<file path="src/rtl/multi_cycle_ctrl.sv">
// Multi-cycle MIPS sequencer: FETCH/DECODE/EXEC/MEMRD/MEMWR/WB.
// Optional WAIT_STATE_EN: memory states hold until memReady.
module multi_cycle_ctrl (
    input  logic       clk,
    input  logic       resetN,
    input  logic [5:0] op,
    input  logic [5:0] fn,
    input  logic       zero,
    input  logic       memReady,
    output logic       pcWrite,
    output logic       irWrite,
    output logic [1:0] regDst,
    output logic       aluSrc,
    output logic [2:0] aluOp,
    output logic [1:0] memToR,
    output logic       memRead,
    output logic       memWrite,
    output logic       regWrite,
    output logic [1:0] extOp,
    output logic [2:0] jumpOp,
    output logic [2:0] state,
    output logic       illegal
);

    typedef enum logic [2:0] {
        S_FETCH  = 3'd0,
        S_DECODE = 3'd1,
        S_EXEC   = 3'd2,
        S_MEMRD  = 3'd3,
        S_MEMWR  = 3'd4,
        S_WB     = 3'd5
    } state_e;

    typedef enum logic [3:0] {
        I_ADD, I_SUB, I_JR, I_LW, I_SW,
        I_BEQ, I_ORI, I_LUI, I_JAL, I_BAD
    } instr_e;

    state_e state_q, state_d;
    instr_e instr;
    logic   mem_ok;

`ifdef WAIT_STATE_EN
    assign mem_ok = memReady;
`else
    logic unused_mem_ready;
    assign unused_mem_ready = memReady;
    assign mem_ok = 1'b1;
`endif

    always_comb begin
        instr = I_BAD;
        unique case (1'b1)
            (op == 6'b000000 && fn == 6'b100000): instr = I_ADD;
            (op == 6'b000000 && fn == 6'b100010): instr = I_SUB;
            (op == 6'b000000 && fn == 6'b001000): instr = I_JR;
            (op == 6'b100011): instr = I_LW;
            (op == 6'b101011): instr = I_SW;
            (op == 6'b000100): instr = I_BEQ;
            (op == 6'b001101): instr = I_ORI;
            (op == 6'b001111): instr = I_LUI;
            (op == 6'b000011): instr = I_JAL;
            default:           instr = I_BAD;
        endcase
    end

    always_ff @(posedge clk or negedge resetN) begin
        if (!resetN) state_q <= S_FETCH;
        else         state_q <= state_d;
    end

    always_comb begin
        state_d  = state_q;
        pcWrite  = 1'b0;
        irWrite  = 1'b0;
        regDst   = 2'b00;
        aluSrc   = 1'b0;
        aluOp    = 3'b000;
        memToR   = 2'b00;
        memRead  = 1'b0;
        memWrite = 1'b0;
        regWrite = 1'b0;
        extOp    = 2'b00;
        jumpOp   = 3'b000;
        illegal  = 1'b0;
        state    = state_q;
        unique case (state_q)
            S_FETCH: begin
                memRead = 1'b1;
                irWrite = mem_ok;
                pcWrite = mem_ok;
                if (mem_ok) state_d = S_DECODE;
            end
            S_DECODE: begin
                unique case (instr)
                    I_JAL:   state_d = S_WB;
                    I_BAD: begin
                        state_d = S_FETCH;
                        illegal = 1'b1;
                    end
                    default: state_d = S_EXEC;
                endcase
            end
            S_EXEC: begin
                state_d = S_FETCH;
                unique case (instr)
                    I_ADD: state_d = S_WB;
                    I_SUB: begin
                        aluOp   = 3'b001;
                        state_d = S_WB;
                    end
                    I_ORI: begin
                        aluOp   = 3'b011;
                        aluSrc  = 1'b1;
                        state_d = S_WB;
                    end
                    I_LUI: begin
                        extOp   = 2'b10;
                        state_d = S_WB;
                    end
                    I_LW, I_SW: begin
                        aluSrc  = 1'b1;
                        extOp   = 2'b01;
                        state_d = (instr == I_LW) ? S_MEMRD : S_MEMWR;
                    end
                    I_BEQ: begin
                        aluOp   = 3'b100;
                        jumpOp  = 3'b001;
                        pcWrite = zero;
                    end
                    I_JR: begin
                        jumpOp  = 3'b011;
                        pcWrite = 1'b1;
                    end
                    default: state_d = S_FETCH;
                endcase
            end
            S_MEMRD: begin
                memRead = 1'b1;
                aluSrc  = 1'b1;
                extOp   = 2'b01;
                if (mem_ok) state_d = S_WB;
            end
            S_MEMWR: begin
                memWrite = 1'b1;
                aluSrc   = 1'b1;
                extOp    = 2'b01;
                if (mem_ok) state_d = S_FETCH;
            end
            S_WB: begin
                regWrite = 1'b1;
                state_d  = S_FETCH;
                unique case (instr)
                    I_ADD, I_SUB: regDst = 2'b01;
                    I_LW:  memToR = 2'b01;
                    I_LUI: begin
                        memToR = 2'b10;
                        extOp  = 2'b10;
                    end
                    I_JAL: begin
                        regDst  = 2'b10;
                        memToR  = 2'b11;
                        jumpOp  = 3'b010;
                        pcWrite = 1'b1;
                    end
                    default: ;
                endcase
            end
            default: state_d = S_FETCH;
        endcase
        // Reset forces every strobe low, even mid-instruction.
        if (!resetN) begin
            pcWrite  = 1'b0;
            irWrite  = 1'b0;
            regDst   = 2'b00;
            aluSrc   = 1'b0;
            aluOp    = 3'b000;
            memToR   = 2'b00;
            memRead  = 1'b0;
            memWrite = 1'b0;
            regWrite = 1'b0;
            extOp    = 2'b00;
            jumpOp   = 3'b000;
            illegal  = 1'b0;
        end
    end

endmodule

</file>
<file path="config.mk">
export PLATFORM = sky130hd
export DESIGN_NAME = multi_cycle_ctrl
export DESIGN_NICKNAME = d
export VERILOG_FILES = /design/src/rtl/multi_cycle_ctrl.sv
export SDC_FILE = /design/constraint.sdc
export NUM_CORES = 1
export LEC_CHECK = 0
export CORE_MARGIN = 2
export CORE_UTILIZATION = 35
export CTS_BUF_LIST = sky130_fd_sc_hd__clkbuf_2 sky130_fd_sc_hd__clkbuf_4 sky130_fd_sc_hd__clkbuf_8
export CTS_CLUSTER_SIZE = 14
export DETAILED_ROUTE_END_ITERATION = 8
export HOLD_SLACK_MARGIN = 0.15
export PLACE_DENSITY_LB_ADDON = 0.25
export SLEW_MARGIN = 40
export SYNTH_ARGS = -nofsm -noshare
export SYNTH_HDL_FRONTEND = slang
export SYNTH_SLANG_ARGS = --single-unit
</file>
<file path="constraint.sdc">
create_clock -name clk -period 2.8 [get_ports clk]
set_input_delay 0.56 -clock clk [delete_from_list [all_inputs] [get_ports clk]]
set_output_delay 0.56 -clock clk [all_outputs]
set_load 0.02 [all_outputs]
</file>
==> reports/qor.yml, run 1 <==
layout.nets: 192
synth-simple-area-share: 0.556
hold_violations: 0
synthTopCellsByArea: "dfrtp_1, nor2_1, nand2_1, o21a_1, nor4b_1"
synth_edf_count: 0
clk_latency_ns: 0.24
synth_top_family_by_area: "simple AND/OR/NAND/NOR gates"
fin_skew_ns: 0.00297
core_area_um2: 1940
synth_ff_type: "dfrtp_1"
tns_ns: -0.00465
synth.area.mux_share: 0
drive_above_1_share: 0.451
syn_avg_cell_area_um2: 6.82
synth-adder-area-share: 0.0350
hold_path_end: "state[1]$_DFF_PN0_"
yosysUniqueCellTypes: 44
grt_use_met2: 0.410
yosysSeqAreaShare: 0.105
synth_xor_area_frac: 0
via_count: 1114
r2r_cells: 5
cts-root-buf: "clkbuf_4"
r2r_slack_ns: 1.31
place_hpwl_um: 2040
grt_pass1_vias: 1085
fin_crit_sh: 1.00
drt_pass1_iterations: 4
power.total_uw: 409
cp.arrival_ns: 2.24
grtUsageMet1: 0.289
initial_utilization: 0.369
synth_top_area_frac: 0.105
status: "complete, but fails checks"
violations: "negative setup slack"
areaGrowthSynthToFinish_pct: 95.5
antenna_left: 0
synth-compound-area-share: 0.241
powerDensity_nw_per_um2: 293
place_inst: 193
maxCapViolCount: 0
top_usage_layer: "met2"
worstReg2RegStart: "state[0]$_DFF_PN0_"
critPathKind: "in2out"
required_ns: 2.24
antenna_cells: 0
portBuffers: 35
hold_class: "reg2reg"
endpoint_kind: "output pin"
track_usage: 0.238
grt_setup_unrepaired: "yes"
overflow: 0
clk_pin_slew_ns: 0.03
syn-cell-area_um2: 716
p_leak_uw: 0.000702
antenna_found_initial: 0
initialDrtViolationCount: 37
grt_pass1_wl_um: 4610
clock_sink_count: 3
setup_violations: 1
syn-instance-count: 105
wl_um: 2770
slew_viol_final: 0
place_congestion: 0.912
cts_tree: "yes"
die_y_um: 49.2
holdBufCountCts: 0
die_area_um2: 2420
cts_buffers: 3
mostFrequentLayoutCells: "buf_4, nor2_1, nand2_1, buf_2, clkdlybuf4s50_1"
rows: 16
ys_ff_latch: 3
met3_usage: 0.0276
wire_per_inst_um: 13.9
whs_path_depth: 1
r2r_end: "state[2]$_DFF_PN0_"
worstHoldStart: "state[2]$_DFF_PN0_"
ios: 38
mostFrequentLayoutCell: "buf_4"
yosysWarnings: 0
htreeDepth: 1
async_reset_ff_frac: 1.00
fin_ws_ns: -0.00465
yosys.area.top_type: "dfrtp_1"
start_kind: "input pin"
max_clock_freq_mhz: 357
synth_fp_nets: 123
viasPerCell: 5.57
drc: 0
fin_crit_ns: 2.80
stdcell_count: 200
clock_path_buffers: 2
crit_fanout: 3
largest_register_ffs: 3
die_w_um: 49.2
ir_drop_mv: 0.271
critical_path.startpoint: "op[3]"
grt_max_degree: 10
==> synthesized netlist by cell type (2+ instances only) <==
cell / n
a21oi_1: 4
and3_1: 3
and3b_1: 2
clkbuf_1: 3
dfrtp_1: 3
ha_1: 2
inv_1: 6
nand2_1: 12
nand2b_1: 2
nand3_1: 2
nor2_1: 18
nor2b_1: 3
nor3_1: 3
nor3b_1: 2
nor4_1: 2
nor4b_1: 3
o21a_1: 4
o21ai_0: 3
o31ai_1: 2
or3_1: 2
==> cell type report <==
cell class	instances	area, um2
Timing Repair Buffer	68	552
Clock buffer	4	30.0
Tap cell	27	33.8
Inverter	6	22.5
Sequential cell	3	75.1
Multi-Input combinational cell	92	686
Fill cell	178	543
==> critical path, stage by stage <==
cell and delay, ns:
buf_6 0.09, or4_4 0.56, nor4_4 0.31, nor2_2 0.10, o32a_2 0.34, o211ai_2 0.15
buf_6 0.14
==> cells by family after synthesis <==
| kind of cell | count (synthesis) |
|---|---|
| AO/OA/AOI/OAI | 23 |
| adder cells (fa/ha/maj) | 2 |
| buffers and inverters | 10 |
| flip-flops | 3 |
| other | 1 |
| AND/OR/NAND/NOR | 66 |
==> per-layer routing <==
metal / share of wire / vias to the layer above
met5: 0 / -
met4: 0.0054 / 0
met3: 0.064 / 3
met2: 0.48 / 49
met1: 0.45 / 537
li1: - / 525
==> report_power, final <==
part	switching (uW)	leakage, uW	internal [uW]
Combinational	129	0.000644	119
Sequential	20.8	0.0000395	52.8
Clock	24.6	0.0000184	63.2
Total	174	0.000702	235
==> timing repair <==
action                                  in CTS  in global routing
endpoints found under the setup margin      14                 12
resized for setup                           81                 21
setup buffers                                2                  1
pin swaps                                    8                  9
==> stage by stage <==
stage	worst slack (ns)	instance area (um2)	util	hold WS (ns)
finish	-0.00465	1400	0.720	0.622
global placement	-0.817	1310	0.677	0.570
global route	-0.0823	1400	0.720	0.643
CTS	-0.119	1370	0.705	0.605
detailed placement	-0.900	1310	0.677	0.589
floorplan	0.122	723	-	0.264
==> worst max-delay path by stage <==
stage / end / slack (ns) / depth (start not counted)
2_1_floorplan: pcWrite / 0.12 / 5
3_3_place_gp: pcWrite / -0.82 / 7
3_5_place_dp: pcWrite / -0.90 / 7
4_1_cts: pcWrite / -0.12 / 7
5_1_grt: pcWrite / -0.08 / 7
6_report: pcWrite / -0.005 / 7
Power figures use the tool's default switching activity.
==> run 2: changes to the inputs <==
==> constraint.sdc (replaced) <==
create_clock -name clk -period 2.8 [get_ports clk]
set_input_delay 0.42 -clock clk [delete_from_list [all_inputs] [get_ports clk]]
set_output_delay 0.42 -clock clk [all_outputs]
set_load 0.05 [all_outputs]
==> run 2 against run 1 <==
The flow now finishes without violations; highest routed layer unchanged; clock power increased by 0.6%; sequential power hardly changed; die area stayed put; critical path type unchanged; count of clock-buffer cells in the layout is the same; largest cell class unchanged; critical endpoint unchanged.
==> reports/qor.yml, run 2 (synthesis gave the netlist of run 1 again) <==
status: "finished, final reports clean"
rows: 16
r2r_slack_ns: 1.12
clk_pin_slew_ns: 0.04
cts_tree: "yes"
maxCapViolCount: 0
die_y_um: 49.2
clock_path_buffers: 2
ir_drop_mv: 0.263
areaGrowthSynthToFinish_pct: 108
crit_chain: "dlygate4sd2_1, or4_4, or4b_4, nand3_4, nand4_1, o211ai_4, buf_12"
p_leak_uw: 0.000631
crit_fanout: 3
grt_setup_unrepaired: "no"
required_ns: 2.38
max_clock_freq_mhz: 364
place_ws_ns: -0.178
ios: 38
holdBufCountCts: 0
cpPeakStageDelay_ns: 0.57
fin_crit_ns: 2.74
track_usage: 0.219
grt_max_degree: 12
place_congestion: 0.834
drive_above_1_share: 0.379
critPathSlowestCell: "or4_4"
start_kind: "input pin"
die_area_um2: 2420
place_hpwl_um: 1940
cts-root-buf: "clkbuf_4"
r2r_end: "state[2]$_DFF_PN0_"
fin_skew_ns: 0.00198
powerDensity_nw_per_um2: 340
grt_pass1_wl_um: 4220
drt_pass1_iterations: 4
design_area_um2: 1490
drc: 0
fin_util: 0.767
antenna_found_initial: 0
fill_cells: 145
r2r_cells: 5
cts_buffers: 3
portBuffers: 35
worstReg2RegStart: "state[2]$_DFF_PN0_"
fin_ws_ns: 0.0564
clk_latency_ns: 0.24
mostFrequentLayoutCells: "buf_4, nor2_1, buf_12, nand2_1, dlygate4sd2_1"
mostFrequentLayoutCell: "buf_4"
setup_violations: 0
critical_path.startpoint: "op[3]"
critPathKind: "in2out"
endpoint_kind: "output pin"
hold_slack_ns: 0.573
overflow: 0
htreeDepth: 1
largest_register_ffs: 3
grt_pass1_vias: 967
wl_um: 2440
core_area_um2: 1940
endpoint: "pcWrite"
layout.nets: 180
hold_violations: 0
slew_viol_final: 0
antenna_cells: 0
hold_class: "in2async"
dpl_cell_area_um2: 1390
initial_utilization: 0.369
cp.arrival_ns: 2.32
wire_per_inst_um: 13.0
clock_sink_count: 3
viasPerCell: 5.40
die_w_um: 49.2
via_count: 1015
fin_crit_sh: 0.980
initialDrtViolationCount: 16
antenna_left: 0
## run 2: changes by cell type in the layout (fill, tap and decap cells not counted), moves of 2 or more
cell	change
buf_2	-9
buf_4	-10
clkbuf_2	-2
dlymetal6s2s_1	-4
buf_6	-5
dlygate4sd2_1	+5
buf_12	+15
## run 2: cell type report
type                            count  area (um2)  share of cell area
Tap cell                           27        33.8              0.0227
Timing Repair Buffer               56         638               0.428
Multi-Input combinational cell     92         691               0.463
Clock buffer                        4        30.0              0.0202
Sequential cell                     3        75.1              0.0504
Inverter                            6        22.5              0.0151
## run 2: per-layer routing
layer,up-vias,share of wire,GRT usage
met2,39,0.52,0.374
met5,-,0,0
met1,476,0.41,0.280
met4,0,0.0025,0.0524
li1,498,-,-
met3,2,0.061,0.0429
## run 2: how the worst min path moves through the flow
stage	from	end	slack, ns	cells past startpoint
CTS	resetN	state[0]$_DFF_PN0_	0.57	2
detailed placement	state[2]$_DFF_PN0_	state[1]$_DFF_PN0_	0.66	1
floorplan	resetN	state[0]$_DFF_PN0_	0.12	0
global placement	state[2]$_DFF_PN0_	state[1]$_DFF_PN0_	0.65	1
global route	resetN	state[1]$_DFF_PN0_	0.60	2
finish	resetN	state[0]$_DFF_PN0_	0.57	2
## run 2: what timing repair did
action	4_1_cts	5_1_grt
setup buffers	1	0
resized for setup	19	3
pin swaps	10	9
endpoints found under the setup margin	8	4
## run 2: worst max-delay path: cells and delay by family
family | cells | cell delay [ns]
buf+inv | 2 | 0.41
simple gates | 4 | 1.36
compound gates | 1 | 0.14
## run 2: power breakdown
group,internal (uW),total [uW],switching (uW)
clock,63.2,88.3,25.1
combinational,143,345,201
sequential,52.8,73.3,20.5
total,259,506,247
## run 2: through the flow
stage	total power (uW)	cells	setup TNS [ns]
after global placement	400	183	-0.445
after global routing	532	188	0
after CTS	504	188	0
final	506	188	0
after detailed placement	407	183	-0.749
after floorplan	258	105	-0.148
==> run 3: changes to the inputs <==
--- a/config.mk
+++ b/config.mk
@@ -6,7 +6,7 @@
 export NUM_CORES = 1
 export LEC_CHECK = 0
 export CORE_MARGIN = 2
-export CORE_UTILIZATION = 35
+export CORE_UTILIZATION = 40
 export CTS_BUF_LIST = sky130_fd_sc_hd__clkbuf_2 sky130_fd_sc_hd__clkbuf_4 sky130_fd_sc_hd__clkbuf_8
 export CTS_CLUSTER_SIZE = 14
 export DETAILED_ROUTE_END_ITERATION = 8
==> constraint.sdc (replaced) <==
create_clock -name clk -period 3.06 [get_ports clk]
set_input_delay 0.459 -clock clk [delete_from_list [all_inputs] [get_ports clk]]
set_output_delay 0.459 -clock clk [all_outputs]
set_load 0.05 [all_outputs]
==> run 3 against run 2 <==
The flow now finishes with violations (negative setup slack); global-route usage up 0.78 points; first-iteration DRC count up 44%; non-clock buffer count shrank 8; register-to-register slack gained 0.32 ns; routed wire length down 6.0%; utilization is 1.1 points higher; count of clock-buffer cells in the layout unchanged; sequential power down 11%; hold slack worse by 0.025 ns; clock power is 9.3% lower; flip-flop and latch count did not move.
==> reports/qor.yml, run 3 (synthesis gave the netlist of run 1 again) <==
status: "complete, but fails checks"
violations: "negative setup slack"
ios: 38
holdBufCountCts: 0
viasPerCell: 5.57
cp.arrival_ns: 2.62
setup_violations: 1
clock_path_buffers: 2
fin_crit_ns: 3.08
cts_tree: "yes"
hold_class: "in2async"
antenna_found_initial: 0
maxCapViolCount: 0
wire_per_inst_um: 12.9
grt_max_degree: 13
slew_viol_final: 0
critPathKind: "in2out"
fin_ws_ns: -0.0194
die_y_um: 46.3
mostFrequentLayoutCell: "buf_4"
combPwrFrac: 0.668
powerDensity_nw_per_um2: 329
grt_pass1_vias: 841
core_area_um2: 1710
mostFrequentLayoutCells: "buf_4, nor2_1, clkdlybuf4s50_1, nand2_1, buf_12"
place_congestion: 0.791
largest_register_ffs: 3
pwr-share-seq: 0.149
fill_cells: 119
antenna_left: 0
place_hpwl_um: 1800
clock_sink_count: 3
fin_skew_ns: 0.00539
dpl_cell_area_um2: 1250
htreeDepth: 1
wl_um: 2300
grt_pass1_wl_um: 3620
critPathSlowestCell: "or4_4"
clk_latency_ns: 0.23
crit_chain: "clkdlybuf4s50_1, or4_4, nor4_4, nor2_2, o32a_2, o211ai_2, buf_12"
switching_power_uw: 213
start_kind: "input pin"
cpPeakStageDelay_ns: 0.58
required_ns: 2.60
power.total_uw: 437
pwr-share-clk: 0.183
drive_above_1_share: 0.340
switching_share: 0.487
ir_drop_mv: 0.231
place_ws_ns: -0.0514
antenna_cells: 0
overflow: 0
crit_fanout: 4
clk_pin_slew_ns: 0.04
drc: 0
areaGrowthSynthToFinish_pct: 85.8
cts_buffers: 3
fin_crit_sh: 1.01
drt_pass1_iterations: 4
die_area_um2: 2140
design_area_um2: 1330
cts-root-buf: "clkbuf_4"
grt_setup_unrepaired: "yes"
rows: 15
layout.nets: 172
intPower_uw: 224
portBuffers: 35
r2r_cells: 5
endpoint_kind: "output pin"
initialDrtViolationCount: 23
track_usage: 0.227
hold_violations: 0
max_clock_freq_mhz: 325
die_w_um: 46.3
p_leak_uw: 0.000560
via_count: 991
initial_utilization: 0.419
==> run 3: cell types whose count changed in the layout (fill, tap and decap cells not counted), moves of 3 or more <==
| cell | previous run | this run |
|---|---|---|
| buf_12 | 15 | 10 |
| buf_4 | 24 | 21 |
| clkdlybuf4s50_1 | 7 | 17 |
| dlygate4sd2_1 | 10 | 0 |
==> run 3: final timing paths <==
kind	startpoint	endpoint	slack (ns)
max	op[2]	pcWrite	-0.02
min	resetN	state[0]$_DFF_PN0_	0.55
max reg2reg	state[2]$_DFF_PN0_	state[2]$_DFF_PN0_	1.44
min reg2reg	state[2]$_DFF_PN0_	state[1]$_DFF_PN0_	0.67
max in group asynchronous	resetN	state[2]$_DFF_PN0_	2.37
min in group clk	state[2]$_DFF_PN0_	state[1]$_DFF_PN0_	0.67
==> run 3: through the flow <==
step	utilization	cells	hold slack [ns]	setup TNS, ns
floorplan	-	105	0.163	0
global placement	0.734	172	0.644	0
detailed placement	0.734	172	0.657	-0.0514
CTS	0.763	178	0.556	0
global route	0.779	178	0.560	-0.167
finish	0.779	178	0.549	-0.0194
==> run 3: final cells by class <==
cell class	count	area, um2	share of cell area
Tap cell	25	31.3	0.0235
Inverter	6	22.5	0.0169
Timing Repair Buffer	48	528	0.397
Clock buffer	4	30.0	0.0226
Sequential cell	3	75.1	0.0564
Multi-Input combinational cell	92	643	0.484
==> run 3: timing repair <==
action,in CTS,in global routing
pin swaps,1,4
resized for setup,1,6
endpoints found under the setup margin,1,5
gates cloned,0,0
setup buffers,2,0
==> run 3: worst max-delay path: cells and delay by family <==
family                 cells  cell delay (ns)
AOI/OAI and AO/OA          2             0.56
buffers and inverters      2             0.58
and+or+nand+nor            3             1.01
==> run 3: metal layers <==
metal	share of wire	wire length (um)	global-route usage
met1	0.46	1060	0.331
met2	0.47	1070	0.353
met3	0.057	130	0.0275
met4	0.013	31	0.0457
met5	0	0	0
==> run 3: power groups by stage <==
stage | sequential, uW | combinational [uW] | clock (uW)
6_report | 65.1 | 292 | 80.1
5_1_grt | 67.5 | 312 | 84.5
4_1_cts | 64.7 | 288 | 80.2
3_5_place_dp | 65.2 | 286 | 0
3_3_place_gp | 64.5 | 283 | 0
2_1_floorplan | 90.2 | 146 | 0
